## src/rtl/mem_arbiter_if.sv

```systemverilog
`default_nettype none
// +----------------------------------------------------------------------+
// | mem_arbiter_if : CPU / DMA requester and memory-side bus bundle       |
// | Revision       : 1.0                                                  |
// +----------------------------------------------------------------------+
interface mem_arbiter_if #(
    parameter int WORD_BITS = 16
);
    logic                 cpu_req;
    logic                 cpu_we;
    logic [WORD_BITS-1:0] cpu_addr;
    logic [WORD_BITS-1:0] cpu_wdata;
    logic [WORD_BITS-1:0] cpu_rdata;
    logic                 cpu_ack;

    logic                 dma_req;
    logic                 dma_we;
    logic [WORD_BITS-1:0] dma_addr;
    logic [WORD_BITS-1:0] dma_wdata;
    logic [WORD_BITS-1:0] dma_rdata;
    logic                 dma_ack;

    logic                 mem_read;
    logic                 mem_write;
    logic [WORD_BITS-1:0] mem_addr;
    logic [WORD_BITS-1:0] mem_wdata;
    logic [WORD_BITS-1:0] mem_rdata;
    logic                 mem_ready;

    logic                 owner;
    logic                 timeout_err;

    // Arbiter view
    modport slave (
        input  cpu_req, cpu_we, cpu_addr, cpu_wdata,
        output cpu_rdata, cpu_ack,
        input  dma_req, dma_we, dma_addr, dma_wdata,
        output dma_rdata, dma_ack,
        output mem_read, mem_write, mem_addr, mem_wdata,
        input  mem_rdata, mem_ready,
        output owner, timeout_err
    );

    // Requester / memory view
    modport master (
        output cpu_req, cpu_we, cpu_addr, cpu_wdata,
        input  cpu_rdata, cpu_ack,
        output dma_req, dma_we, dma_addr, dma_wdata,
        input  dma_rdata, dma_ack,
        input  mem_read, mem_write, mem_addr, mem_wdata,
        output mem_rdata, mem_ready,
        input  owner, timeout_err
    );
endinterface
`default_nettype wire

```

## src/rtl/mem_arbiter.sv

```systemverilog
`default_nettype none
// +----------------------------------------------------------------------+
// | mem_arbiter : two-requester (CPU/DMA) single-port memory arbiter      |
// |   with wait-state timeout. Define MEM_ARBITER_ROUND_ROBIN_EN for      |
// |   round-robin tie-break (default: CPU fixed priority).               |
// | Revision    : 1.0                                                     |
// +----------------------------------------------------------------------+
module mem_arbiter #(
    parameter int WORD_BITS = 16,
    parameter int TIMEOUT   = 15
) (
    input wire           clk,
    input wire           reset_n,
    mem_arbiter_if.slave bus
);
    typedef enum logic [1:0] {
        c_IDLE   = 2'd0,
        c_ACCESS = 2'd1,
        c_RESP   = 2'd2
    } state_t;

    localparam logic [7:0] c_WAIT_LAST = 8'(TIMEOUT - 1);

    state_t               r_state;
    state_t               w_next_state;
    logic                 r_we;
    logic [WORD_BITS-1:0] r_addr;
    logic [WORD_BITS-1:0] r_wdata;
    logic [WORD_BITS-1:0] r_rdata;
    logic                 r_owner;
    logic [7:0]           r_wait;
    logic                 r_tmo;

    logic w_any_req;
    logic w_grant_dma;
    logic w_expired;
    logic w_mem_read;
    logic w_mem_write;
    logic w_cpu_ack;
    logic w_dma_ack;
    logic w_tmo_err;

    assign w_any_req = bus.cpu_req | bus.dma_req;
    assign w_expired = (r_wait == c_WAIT_LAST);

`ifdef MEM_ARBITER_ROUND_ROBIN_EN
    // On a tie, the requester that did not own the bus last time wins
    assign w_grant_dma = bus.dma_req & (~bus.cpu_req | ~r_owner);
`else
    assign w_grant_dma = bus.dma_req & ~bus.cpu_req;
`endif

    always_ff @(posedge clk or negedge reset_n) begin
        if (!reset_n) begin
            r_state <= c_IDLE;
        end else begin
            r_state <= w_next_state;
        end
    end

    always_comb begin
        w_next_state = r_state;
        w_mem_read   = 1'b0;
        w_mem_write  = 1'b0;
        w_cpu_ack    = 1'b0;
        w_dma_ack    = 1'b0;
        w_tmo_err    = 1'b0;
        case (r_state)
            c_IDLE: begin
                if (w_any_req) w_next_state = c_ACCESS;
            end
            c_ACCESS: begin
                w_mem_read  = ~r_we;
                w_mem_write = r_we;
                if (bus.mem_ready || w_expired) w_next_state = c_RESP;
            end
            c_RESP: begin
                w_cpu_ack    = ~r_owner;
                w_dma_ack    = r_owner;
                w_tmo_err    = r_tmo;
                w_next_state = c_IDLE;
            end
            default: w_next_state = c_IDLE;
        endcase
    end

    always_ff @(posedge clk or negedge reset_n) begin
        if (!reset_n) begin
            r_we    <= 1'b0;
            r_addr  <= '0;
            r_wdata <= '0;
            r_rdata <= '0;
            r_owner <= 1'b1;
            r_wait  <= '0;
            r_tmo   <= 1'b0;
        end else begin
            case (r_state)
                c_IDLE: begin
                    if (w_any_req) begin
                        r_owner <= w_grant_dma;
                        r_we    <= w_grant_dma ? bus.dma_we    : bus.cpu_we;
                        r_addr  <= w_grant_dma ? bus.dma_addr  : bus.cpu_addr;
                        r_wdata <= w_grant_dma ? bus.dma_wdata : bus.cpu_wdata;
                        r_wait  <= '0;
                        r_tmo   <= 1'b0;
                    end
                end
                c_ACCESS: begin
                    if (bus.mem_ready) begin
                        if (!r_we) r_rdata <= bus.mem_rdata;
                    end else begin
                        r_wait <= r_wait + 8'd1;
                        if (w_expired) begin
                            r_rdata <= '1;
                            r_tmo   <= 1'b1;
                        end
                    end
                end
                default: ;
            endcase
        end
    end

    assign bus.mem_read    = w_mem_read;
    assign bus.mem_write   = w_mem_write;
    assign bus.mem_addr    = r_addr;
    assign bus.mem_wdata   = r_wdata;
    assign bus.cpu_ack     = w_cpu_ack;
    assign bus.dma_ack     = w_dma_ack;
    assign bus.cpu_rdata   = r_rdata;
    assign bus.dma_rdata   = r_rdata;
    assign bus.owner       = r_owner;
    assign bus.timeout_err = w_tmo_err;
endmodule
`default_nettype wire
```

## src/flat_wrapper.sv

```systemverilog
// flat-port wrapper written by rule: the top's interface ports become plain ports
module mem_arbiter_flat 
#(
    parameter int WORD_BITS = 16,
    parameter int TIMEOUT   = 15
)
  (clk, reset_n, bus_cpu_req, bus_cpu_we, bus_cpu_addr, bus_cpu_wdata, bus_cpu_rdata, bus_cpu_ack, bus_dma_req, bus_dma_we, bus_dma_addr, bus_dma_wdata, bus_dma_rdata, bus_dma_ack, bus_mem_read, bus_mem_write, bus_mem_addr, bus_mem_wdata, bus_mem_rdata, bus_mem_ready, bus_owner, bus_timeout_err);
  mem_arbiter_if #(.WORD_BITS(WORD_BITS)) bus_i ();
  input wire clk;
  input wire reset_n;
  input wire logic [$bits(bus_i.cpu_req)-1:0] bus_cpu_req;
  input wire logic [$bits(bus_i.cpu_we)-1:0] bus_cpu_we;
  input wire logic [$bits(bus_i.cpu_addr)-1:0] bus_cpu_addr;
  input wire logic [$bits(bus_i.cpu_wdata)-1:0] bus_cpu_wdata;
  output wire logic [$bits(bus_i.cpu_rdata)-1:0] bus_cpu_rdata;
  output wire logic [$bits(bus_i.cpu_ack)-1:0] bus_cpu_ack;
  input wire logic [$bits(bus_i.dma_req)-1:0] bus_dma_req;
  input wire logic [$bits(bus_i.dma_we)-1:0] bus_dma_we;
  input wire logic [$bits(bus_i.dma_addr)-1:0] bus_dma_addr;
  input wire logic [$bits(bus_i.dma_wdata)-1:0] bus_dma_wdata;
  output wire logic [$bits(bus_i.dma_rdata)-1:0] bus_dma_rdata;
  output wire logic [$bits(bus_i.dma_ack)-1:0] bus_dma_ack;
  output wire logic [$bits(bus_i.mem_read)-1:0] bus_mem_read;
  output wire logic [$bits(bus_i.mem_write)-1:0] bus_mem_write;
  output wire logic [$bits(bus_i.mem_addr)-1:0] bus_mem_addr;
  output wire logic [$bits(bus_i.mem_wdata)-1:0] bus_mem_wdata;
  input wire logic [$bits(bus_i.mem_rdata)-1:0] bus_mem_rdata;
  input wire logic [$bits(bus_i.mem_ready)-1:0] bus_mem_ready;
  output wire logic [$bits(bus_i.owner)-1:0] bus_owner;
  output wire logic [$bits(bus_i.timeout_err)-1:0] bus_timeout_err;
  assign bus_i.cpu_req = bus_cpu_req;
  assign bus_i.cpu_we = bus_cpu_we;
  assign bus_i.cpu_addr = bus_cpu_addr;
  assign bus_i.cpu_wdata = bus_cpu_wdata;
  assign bus_cpu_rdata = bus_i.cpu_rdata;
  assign bus_cpu_ack = bus_i.cpu_ack;
  assign bus_i.dma_req = bus_dma_req;
  assign bus_i.dma_we = bus_dma_we;
  assign bus_i.dma_addr = bus_dma_addr;
  assign bus_i.dma_wdata = bus_dma_wdata;
  assign bus_dma_rdata = bus_i.dma_rdata;
  assign bus_dma_ack = bus_i.dma_ack;
  assign bus_mem_read = bus_i.mem_read;
  assign bus_mem_write = bus_i.mem_write;
  assign bus_mem_addr = bus_i.mem_addr;
  assign bus_mem_wdata = bus_i.mem_wdata;
  assign bus_i.mem_rdata = bus_mem_rdata;
  assign bus_i.mem_ready = bus_mem_ready;
  assign bus_owner = bus_i.owner;
  assign bus_timeout_err = bus_i.timeout_err;
  mem_arbiter #(.WORD_BITS(WORD_BITS), .TIMEOUT(TIMEOUT)) u_core (.clk(clk), .reset_n(reset_n), .bus(bus_i));
endmodule
```

## config.mk

```make
export PLATFORM = sky130hd
export DESIGN_NAME = mem_arbiter_flat
export DESIGN_NICKNAME = d
export VERILOG_FILES = /design/src/rtl/mem_arbiter_if.sv /design/src/rtl/mem_arbiter.sv /design/src/flat_wrapper.sv
export SDC_FILE = /design/constraint.sdc
export NUM_CORES = 1
export LEC_CHECK = 0
export CORE_ASPECT_RATIO = 0.6
export CORE_MARGIN = 4
export CORE_UTILIZATION = 43
export CTS_CLUSTER_SIZE = 14
export DETAILED_ROUTE_END_ITERATION = 16
export HOLD_SLACK_MARGIN = 0.08
export PLACE_DENSITY = 0.87
export SLEW_MARGIN = 25
export SYNTH_ARGS = -nofsm -noshare
export SYNTH_HDL_FRONTEND = slang
export SYNTH_SLANG_ARGS = --single-unit
```

## constraint.sdc

```tcl
create_clock -name clk -period 5.1 [get_ports clk]
set_input_delay 0.765 -clock clk [delete_from_list [all_inputs] [get_ports clk]]
set_output_delay 0.765 -clock clk [all_outputs]
set_load 0.01 [all_outputs]
```

# After elaboration in Yosys (flattened, before gate mapping)
# Cells that the tools add are included.
word_totals:
  regBits: 61
  latch_bits: 0
  ram_bits: 0
  mem_bits_ro: 0
  out_inout_bits: 70
  wordCells: 52
  n_memories: 0
op_classes:
  addsub: 1
  mul: 0
  div_mod_pow: 0
  n_lt_le_gt_ge: 0
  eq_ne: 8
  shifts: 0
  mux: 21
  n_bitwise: 5
  n_reduce_logical: 9
ops:
  columns: ["cell", "count"]
  rows:
  - ["$mux 16", 5]
  - ["$mux 8", 2]
  - ["$pmux 8 s2", 1]
  - ["$mux 1", 9]
  - ["$add 8x1->8 const B", 1]
  - ["$eq 8x4->1 const B", 1]
  - ["$ne 2x1->1 const B", 3]
  - ["$reduce_and 3->1", 2]
  - ["$mux 2", 2]
  - ["$ne 2x2->1 const B", 2]
  - ["$pmux 2 s2", 1]
  - ["$reduce_and 2->1", 2]
  - ["$reduce_and 4->1", 1]
  - ["$reduce_bool 2->1", 2]
  - ["$not 1->1", 3]
  - ["$eq 2x1->1 const B", 1]
  - ["$eq 2x2->1 const B", 1]
  - ["$logic_not 2->1", 1]
  - ["$pmux 1 s2", 1]
  - ["$and 1x1->1", 1]
  - ["$logic_or 1x1->1", 1]
  - ["$or 1x1->1", 1]

# Longest topological paths before layout
# Gate-level depths: netlist of run 1.
depth:
  depth_word: 4
  ltp_mapped: 7
  depth_no_buf: 6

# Worst setup path before layout of run 1
# Ideal clock, no wire load.
synth_path:
  path_kind: "in2reg"
  startpoint: "in bus_mem_ready"
  endpoint: "reg u_core.r_wait[6]"
  setup_ps: 83
  arrival_time_ps: 1714
  required_ps: 5017
  path_slack_ps: 3303
  cell_stages: 4
  path_cell_list: "a21oi_1 -> nand3_1 -> or4_1 -> o21ai_0"
synth_between:
  elab_chain_len: 2
synth_lines:
  columns: ["item", "line", "source"]
  rows:
  - ["start: declaration", "flat_wrapper.sv:28", "input wire logic [$bits(bus_i.mem_ready)-1:0] bus_mem_ready;"]
  - ["$ne 2x2->1 (no line)", null, null]
  - ["$reduce_and 3->1 (no line)", null, null]
  - ["end signal: assignment", "mem_arbiter.sv:112", "r_wait <= r_wait + 8'd1;"]
  - ["end: declaration", "mem_arbiter.sv:31", "logic [7:0] r_wait;"]
# Every way passes these cells.
# A chain may end at the register's enable or synchronous reset.

# Worst setup path after layout of run 1
layout_path:
  startpoint: "reg u_core.r_state[1]"
  endpoint: "out bus_mem_read"
layout_between:
  elab_chain_len: 2
layout_lines:
  columns: ["item", "line", "source"]
  rows:
  - ["start: declaration", "mem_arbiter.sv:24", "state_t r_state;"]
  - ["start signal: assignment", "mem_arbiter.sv:55", "r_state <= c_IDLE;"]
  - ["start signal: assignment", "mem_arbiter.sv:57", "r_state <= w_next_state;"]
  - ["$eq 2x1->1", "mem_arbiter.sv:68", "case (r_state)"]
  - ["$mux 1", "mem_arbiter.sv:68", null]
  - ["end: declaration", "flat_wrapper.sv:23", "output wire logic [$bits(bus_i.mem_read)-1:0] bus_mem_read;"]
# Every way passes these cells.

==> results.md, run 1 <==
Die:
- The width of the die is 115 microns.
- The die covers between 0.008 and 0.009 sq mm.
- For this design the top-level I/O count stands at 157.
- From bottom edge to top edge, the die measures between 70 and 80 microns.
- Row generation in the floorplan step produced 23 rows.
- For this configuration, the core starts out at a cell density of 0.445.
- The floorplan step defined a core boundary enclosing ~0.0067 sq mm.

Critical path:
- For this run, the slowest stage of the critical path takes between 0.5 and 0.6 ns.
- The cell type of the slowest stage on the worst timing path is clkdlybuf4s50_1.
- In this run the worst path has a maximum fanout of 7.
- Data on the critical path arrives at its endpoint at between 1.5 and 2 ns.
- The required time of the worst setup path is 4.34 ns.
- The buffering stage count on the worst path with inverters included is 1.
- The launch point of the worst path is u_core.r_state[1]$_DFFE_PN0P_.
- The worst setup path is of the flop to output pin kind.
- The flop-to-flop setup slack is 3.12 ns.
- STA classifies the critical path startpoint as a flop.
- The cell family contributing the most delay on the critical path is buffers and inverters.
- The worst setup path is captured at an output pin.
- The start of the worst register-to-register path is u_core.r_wait[0]$_DFFE_PN0P_.
- The signal on the critical path passes through nand2b_1, nor2_1, clkdlybuf4s50_1.

Synth:
- The share of synthesized flip-flops with an asynchronous set or reset is 1.00.
- Counting flops with a built-in enable in the synthesized netlist gives 0.
- During synthesis, Yosys emitted a total of 0 warnings.
- Synthesis handed over a netlist of between 200 and 300 instances.
- Averaged over all synthesized cells, the footprint is roughly 10 sq um.
- The number of distinct standard cells referenced by the synthesized netlist is 35.
- The synthesized design contains 61 register bits.
- For this run, the register share of the synthesized area comes to 0.515.
- The synthesized netlist occupies a cell area of about 0.003 sq mm.
- The main flop type after synthesis is dfrtp_1.
- The number of nets produced by synthesis is approximately 390.

Worst hold path:
- The critical hold path startpoint is u_core.bus.mem_addr[10]$_DFFE_PN0P_.
- The worst hold path class is flop to flop.

Clock tree:
- The clock tree root buffer cell is clkbuf_16.
- Counting the buffers created by CTS gives 9.
- After clock tree synthesis, the clock-pin slew on the worst setup and hold paths is roughly 0.05 ns.
- Counting along the longest clock path gives a buffer depth of 2.
- The number of gates resized after CTS was 0.
- The clock tree synthesis step divided the H-tree into 3 levels.
- TritonCTS built the clock tree.
- The clock insertion delay at the later pin of the skew report is around 0.32 ns.
- Post-CTS timing repair inserted 0 buffers for setup.
- The tree built by TritonCTS fans out to approximately 60 sinks.
- In this run, post-CTS hold repair placed 0 buffers.

Place:
- In this run the tool buffered the top-level ports with 156 buffer cells.
- At the end of routability-driven placement, the weighted congestion stood at around 0.8.
- The detailed placement HPWL is between 6000 and 7000 microns.
- Before CTS, the worst setup slack after placement is about 2.3 ns.

Global routing:
- The initial antenna violation count came to 0.
- The total congestion overflow after global routing is 0.
- In the global route stage, overall resource usage came out at 0.212.
- Entering global routing, the biggest net connects 62 pins.
- The number of global-route vias before repair is between 2,000 and 3,000.
- The global-route wire length before repair is about 14,000 microns.

Timing:
- Dividing the final minimum period by the clock period gives 0.503.
- Headroom to the max-slew limit came out at 0.344.
- The pin slew with the least headroom to its limit is just under 1 ns.
- Setup repair after global routing left no endpoint under its margin.
- The final setup slack of the worst path is between 2 and 3 ns.
- The tightest hold margin is roughly 0.48 ns.
- The max-slew violation total from the final report is 0.
- The post-route minimum period is around 2.6 ns.
- The post-route setup TNS is 0 ns.
- The maximum clock skew at final layout is ~0.0063 ns.
- The number of failing setup endpoints in the final timing report is 0.
- The number of failing hold endpoints at the final stage is 0.
- For this run, the top clock speed supported by timing is between 0.3 and 0.4 GHz.

Route:
- The total routed wire length on the met1 layer is 3530 microns.
- The detailed-routed wire length on met2 is 4290 microns.
- For this block, the routed nets add up to between 8000 and 9000 microns of wire.
- After detailed routing, the number of vias per cell comes to between 4 and 5.
- In this run the remaining antenna-violating nets after routing total 0.
- The detailed router finished its first iteration with roughly 120 violations.
- The count of TritonRoute iterations in the first routing pass is 4.
- After detailed routing, the average wire length per cell comes to around 16 microns.
- Wire segments on met3 add up to between 600 and 700 microns in the final route.
- The overall via count from detail_route is roughly 2,600.
- The highest layer touched by signal routing is met4.
- The detailed-route DRC error count is 0.

Final layout:
- In the final layout, the share of cells above drive strength 1 is 0.0797.
- Relative to the synthesized area, the layout overhead comes to 61.2%.
- 0 antenna diodes ended up in the layout.
- The number of nets in the final layout is roughly 520.

Power:
- The leakage power summed over all cells is around 2.2 nW.
- For this design the ratio of total power to cell area is about 550 mW/mm^2.
- IR analysis of the VDD net gives a maximum drop of between 0.2 and 0.3 mV.

Run:
- The number of maximum-capacitance constraint violations is 0.

Status:
- The run finished with clean final reports.
## cell usage in the layout, fill, tap and decap left out, types with 3 or more instances in the layout
cell | synthesis | layout
clkdlybuf4s50_1 | 0 | 155
dfrtp_1 | 60 | 60
nand2_1 | 37 | 37
o21ai_0 | 35 | 35
mux2i_1 | 33 | 33
inv_1 | 18 | 18
o22ai_1 | 15 | 15
a21oi_1 | 13 | 13
nor2_1 | 12 | 12
a21oi_2 | 9 | 9
clkbuf_16 | 0 | 9
nand4_1 | 4 | 4
xor2_1 | 4 | 4
buf_4 | 16 | 3
## layout make-up
class	count	area [sq um]
Sequential cell	61	1530
Timing Repair Buffer	159	1580
Multi-Input combinational cell	186	1200
Clock inverter	4	47.5
Clock buffer	11	253
Inverter	18	67.6
Tap cell	87	109
Fill cell	509	1890
## synthesized netlist by cell type (2+ instances only)
master | n | area (sq um)
dfrtp_1 | 60 | 1500
or3_1 | 2 | 12.5
nand4_1 | 4 | 25.0
mux2i_1 | 33 | 330
ha_1 | 2 | 25.0
inv_1 | 18 | 67.6
nand2_1 | 37 | 139
xor2_1 | 4 | 35.0
and3b_1 | 2 | 17.5
nor2_1 | 12 | 45.0
nand2b_1 | 2 | 12.5
buf_2 | 5 | 25.0
a21oi_1 | 13 | 65.1
o22ai_1 | 15 | 93.8
a21oi_2 | 9 | 78.8
and2_1 | 2 | 12.5
clkbuf_1 | 9 | 33.8
buf_4 | 16 | 120
o21ai_0 | 35 | 175
## cell families after synthesis
logic type / count (synthesis) / share of synthesized area
AOI/OAI and AO/OA: 76 / 0.151
muxes: 34 / 0.115
xor gates and xnor gates: 4 / 0.0118
buffers and inverters: 49 / 0.0868
DFF: 61 / 0.515
adders and majority gates: 2 / 0.00843
and+or+nand+nor: 70 / 0.113
## routing by layer
metal | vias to the layer above | GRT usage
met1 | 1230 | 0.259
met5 | - | 0
met4 | 0 | 0.0339
met3 | 9 | 0.0800
li1 | 1281 | -
met2 | 104 | 0.368
## registers in the layout (all words and copies together), names as in the netlist
register              flops
u_core.bus.cpu_rdata     16
u_core.bus.mem_addr      16
u_core.bus.mem_wdata     16
u_core.r_wait             8
u_core.r_state            2
u_core.bus.owner          1
u_core.r_tmo              1
u_core.r_we               1
## where the power goes
part           switching, mW  leakage [nW]  total (mW)  internal (mW)
Sequential             0.163         0.761       0.862          0.699
Clock                  0.204         0.147       0.604          0.400
Combinational          0.512          1.27        1.16          0.652
Total                  0.879          2.18        2.63           1.75
## final timing paths
path                                                             end  cells after the start
max in group asynchronous               u_core.r_wait[7]$_DFFE_PN0P_                      2
worst max register to register  u_core.bus.cpu_rdata[14]$_DFFE_PN0P_                      6
worst min register to register   u_core.bus.mem_addr[10]$_DFFE_PN0P_                      2
worst min-delay path             u_core.bus.mem_addr[10]$_DFFE_PN0P_                      2
min in group asynchronous        u_core.bus.mem_wdata[9]$_DFFE_PN0P_                      2
worst max-delay path                                    bus_mem_read                      3
## per-stage QoR
stage	cell area, sq um	total power, mW	utilization	instances
floorplan	2970	1.39	-	296
global placement	4480	1.99	0.671	511
detailed placement	4480	2.04	0.671	511
CTS	4780	2.66	0.716	526
global route	4790	2.80	0.717	526
finish	4790	2.63	0.717	526
## tightest hold or removal path, stage by stage, from the launching register on
cell and delay (ns):
dfrtp_1 0.34, nand2_1 0.04, o21ai_0 0.06
Power figures use the tool's default switching activity.
==> run 2, diff against run 1 <==
--- a/config.mk
+++ b/config.mk
@@ -7,11 +7,11 @@
 export LEC_CHECK = 0
 export CORE_ASPECT_RATIO = 0.6
 export CORE_MARGIN = 4
-export CORE_UTILIZATION = 43
+export CORE_UTILIZATION = 36
 export CTS_CLUSTER_SIZE = 14
 export DETAILED_ROUTE_END_ITERATION = 16
 export HOLD_SLACK_MARGIN = 0.08
-export PLACE_DENSITY = 0.87
+export PLACE_DENSITY = 0.77
 export SLEW_MARGIN = 25
 export SYNTH_ARGS = -nofsm -noshare
 export SYNTH_HDL_FRONTEND = slang
==> constraint.sdc (replaced) <==
create_clock -name clk -period 2.3 [get_ports clk]
set_input_delay 0.345 -clock clk [delete_from_list [all_inputs] [get_ports clk]]
set_output_delay 0.345 -clock clk [all_outputs]
set_load 0.01 [all_outputs]
==> run 2 against run 1 <==
Hold slack worse by 0.0023 ns; critical path depth did not move; total power up 130%; final area is 2.3% higher; clock skew rose by 0.00065 ns; register-to-register slack worse by 2.8 ns; sequential power is 120% higher; count of clock-buffer cells in the layout stayed put; core utilization is 10 points lower; first-iteration DRC count down 0.82%; critical endpoint unchanged.
==> results.md, run 2 (synthesis results as in run 1) <==
Timing:
- The worst relative slew slack is 0.359.
- The post-route setup TNS is 0 ns.
- The number of failing hold endpoints at the final stage is 0.
- Setup violations remaining at the end of the flow were counted as 0.
- Setup repair after global routing left no endpoint under its margin.
- The post-route minimum period is approximately 2.1 ns.
- The maximum clock skew at final layout is approximately 0.0070 ns.
- The max-slew violation total from the final report is 0.
- Derived from the worst setup path, the maximum achievable clock frequency is 0.466 GHz.
- The share of the clock period used by the worst path after layout is 0.933.
- For the pin with the worst max-slew slack, the measured transition is approximately 0.96 ns.

Final layout:
- The final layout contains around 530 nets.
- The repair_antennas step left the layout with diodes totalling 0.
- Fill cells in the final layout number 681.
- The most frequent standard cell in the layout excluding fill and tap cells is clkdlybuf4s50_1.
- The area growth from synthesis to layout is 64.9%.
- Leaving out fill and tap cells, the most frequent cells in the layout are clkdlybuf4s50_1 (155), dfrtp_1 (60), nand2_1 (37).
- Across the whole layout, storage elements account for 0.00153 sq mm.
- In the final layout, the share of cells above drive strength 1 is 0.0837.
- The area of the multi-input gates is between 0.001 and 0.0015 sq mm.

Power:
- The final total power is slightly below 6 mW.
- The power density of the placed cells is 1220 mW/mm^2.
- The analysis attributes to cell leakage a power of 2.20 nW.
- The worst-case IR drop observed on VDD is roughly 0.51 mV.

Clock tree:
- The TritonCTS sink count is 61.
- The total number of H-tree levels is 3.
- The clock insertion delay at the later pin of the skew report is 0.32 ns.
- In this run the deepest clock path goes through 2 buffers.
- The clock-pin transition on the worst setup and hold timing paths is approximately 0.050 ns.
- The clock tree root buffer cell is clkbuf_16.
- Buffers added to address setup during post-CTS repair amount to 0.
- Clock tree synthesis inserted a total of 9 buffers.
- The TritonCTS clock tree is done.

Critical path:
- The biggest fanout along the worst timing path is 7.
- The critical setup path kind is flop to output pin.
- In this run the register-to-register setup slack is about 0.33 ns.
- The endpoint class of the critical path is an output pin.
- Data on the critical path is required at its endpoint by approximately 2.0 ns.
- The data arrival time of the worst path is between 1.5 and 2 ns.
- The worst setup path is launched from a flop.

Die:
- The initial utilization of the core area, before any placement, comes to 0.374.
- The number of top-level design ports is roughly 160.
- The die is roughly 130 microns wide.
- The die outline area is between 0.009 and 0.01 sq mm.
- The placeable core region is 0.00795 sq mm.
- The floorplan row count is 25.
- The chip height is 78.3 microns.

Global routing:
- The total overflow left after global routing is 0.
- The number of global-route vias before repair was 2,733.
- The global-route wire length before repair is 13,600 microns.
- The global-route usage over all layers is 0.171.
- The initial antenna violation count was 0.
- Entering global routing, the biggest net connects 65 pins.

Route:
- The detailed router placed about 2,600 vias in this run.
- For this run, design rule violations remaining after detail routing come to 0.
- The average via count per standard cell is 4.74.
- The first TritonRoute pass finished after 4 iterations.
- The count of routing violations after the opening detailed-route iteration is between 100 and 150.
- The total wire length after detailed routing is 8140 microns.
- The mean routed wirelength per cell is roughly 15 microns.
- The antenna violation net count after detailed routing is 0.

Place:
- The routability congestion estimate from global placement is 0.866.
- In this run the tool buffered the top-level ports with around 160 buffer cells.
- The detailed placement HPWL is around 6200 microns.

Status:
- The run finished with clean final reports.

Run:
- The tool flagged a number of max-cap violations equal to 0.

Worst hold path:
- The worst hold path class is flop to flop.
## run 2: changes by cell type in the layout (fill, tap and decap cells not counted)
cell           change
buf_12             +3
nand2b_2           +1
dlygate4sd3_1      +1
clkinv_2           -2
buf_4              -2
bufinv_16          +1
nand2b_4           -1
clkinvlp_4         +2
## run 2: power by group
part,switching [mW],internal (mW),leakage (nW)
Combinational,1.11,1.46,1.29
Sequential,0.357,1.55,0.761
Clock,0.478,1.01,0.154
## run 2: cell type report
cell class | count | area share
Tap cell | 108 | 0.0276
Timing Repair Buffer | 161 | 0.334
Inverter | 18 | 0.0138
Clock inverter | 5 | 0.0169
Clock buffer | 11 | 0.0516
Sequential cell | 61 | 0.312
Multi-Input combinational cell | 186 | 0.245
## run 2: through the flow
stage | std cells | setup WS [ns] | util | cell area (sq um) | hold slack, ns
2_1_floorplan | 296 | 0.579 | - | 2970 | 0.0494
3_3_place_gp | 533 | 0.298 | 0.573 | 4550 | 0.335
3_5_place_dp | 533 | 0.239 | 0.573 | 4550 | 0.351
4_1_cts | 550 | 0.139 | 0.616 | 4900 | 0.482
5_1_grt | 550 | 0.0995 | 0.616 | 4900 | 0.500
6_report | 550 | 0.154 | 0.616 | 4900 | 0.474
## run 2: path summary, 6_finish.rpt
path                                                          start                              endpoint  cells after the start
worst max-delay path                  u_core.r_state[1]$_DFFE_PN0P_                          bus_mem_read                      3
worst min-delay path            u_core.bus.mem_addr[13]$_DFFE_PN0P_   u_core.bus.mem_addr[13]$_DFFE_PN0P_                      2
worst max register to register         u_core.r_wait[0]$_DFFE_PN0P_  u_core.bus.cpu_rdata[14]$_DFFE_PN0P_                      6
worst min register to register  u_core.bus.mem_addr[13]$_DFFE_PN0P_   u_core.bus.mem_addr[13]$_DFFE_PN0P_                      2
max in group asynchronous                                   reset_n          u_core.bus.owner$_DFFE_PN1P_                      3
min in group asynchronous                                   reset_n  u_core.bus.mem_wdata[11]$_DFFE_PN0P_                      2
## run 2: metal layers
metal | vias up | global-route usage | share of wire
met5 | - | 0 | 0
met4 | 0 | 0.0509 | 0.014
met3 | 10 | 0.0605 | 0.063
met2 | 81 | 0.286 | 0.49
met1 | 1230 | 0.209 | 0.43
li1 | 1286 | - | -
## run 2: critical path, stage by stage, from the launching register on
cell and delay [ns]:
dfrtp_1 0.43, nand2b_1 0.27, nor2_1 0.21, clkdlybuf4s50_1 0.57
## run 2: repair_timing
| item | 4_1_cts | 5_1_grt |
|---|---|---|
| hold buffers | 1 | 0 |
| gates resized for setup | 0 | 0 |
| hold endpoints to repair | 20 | 0 |
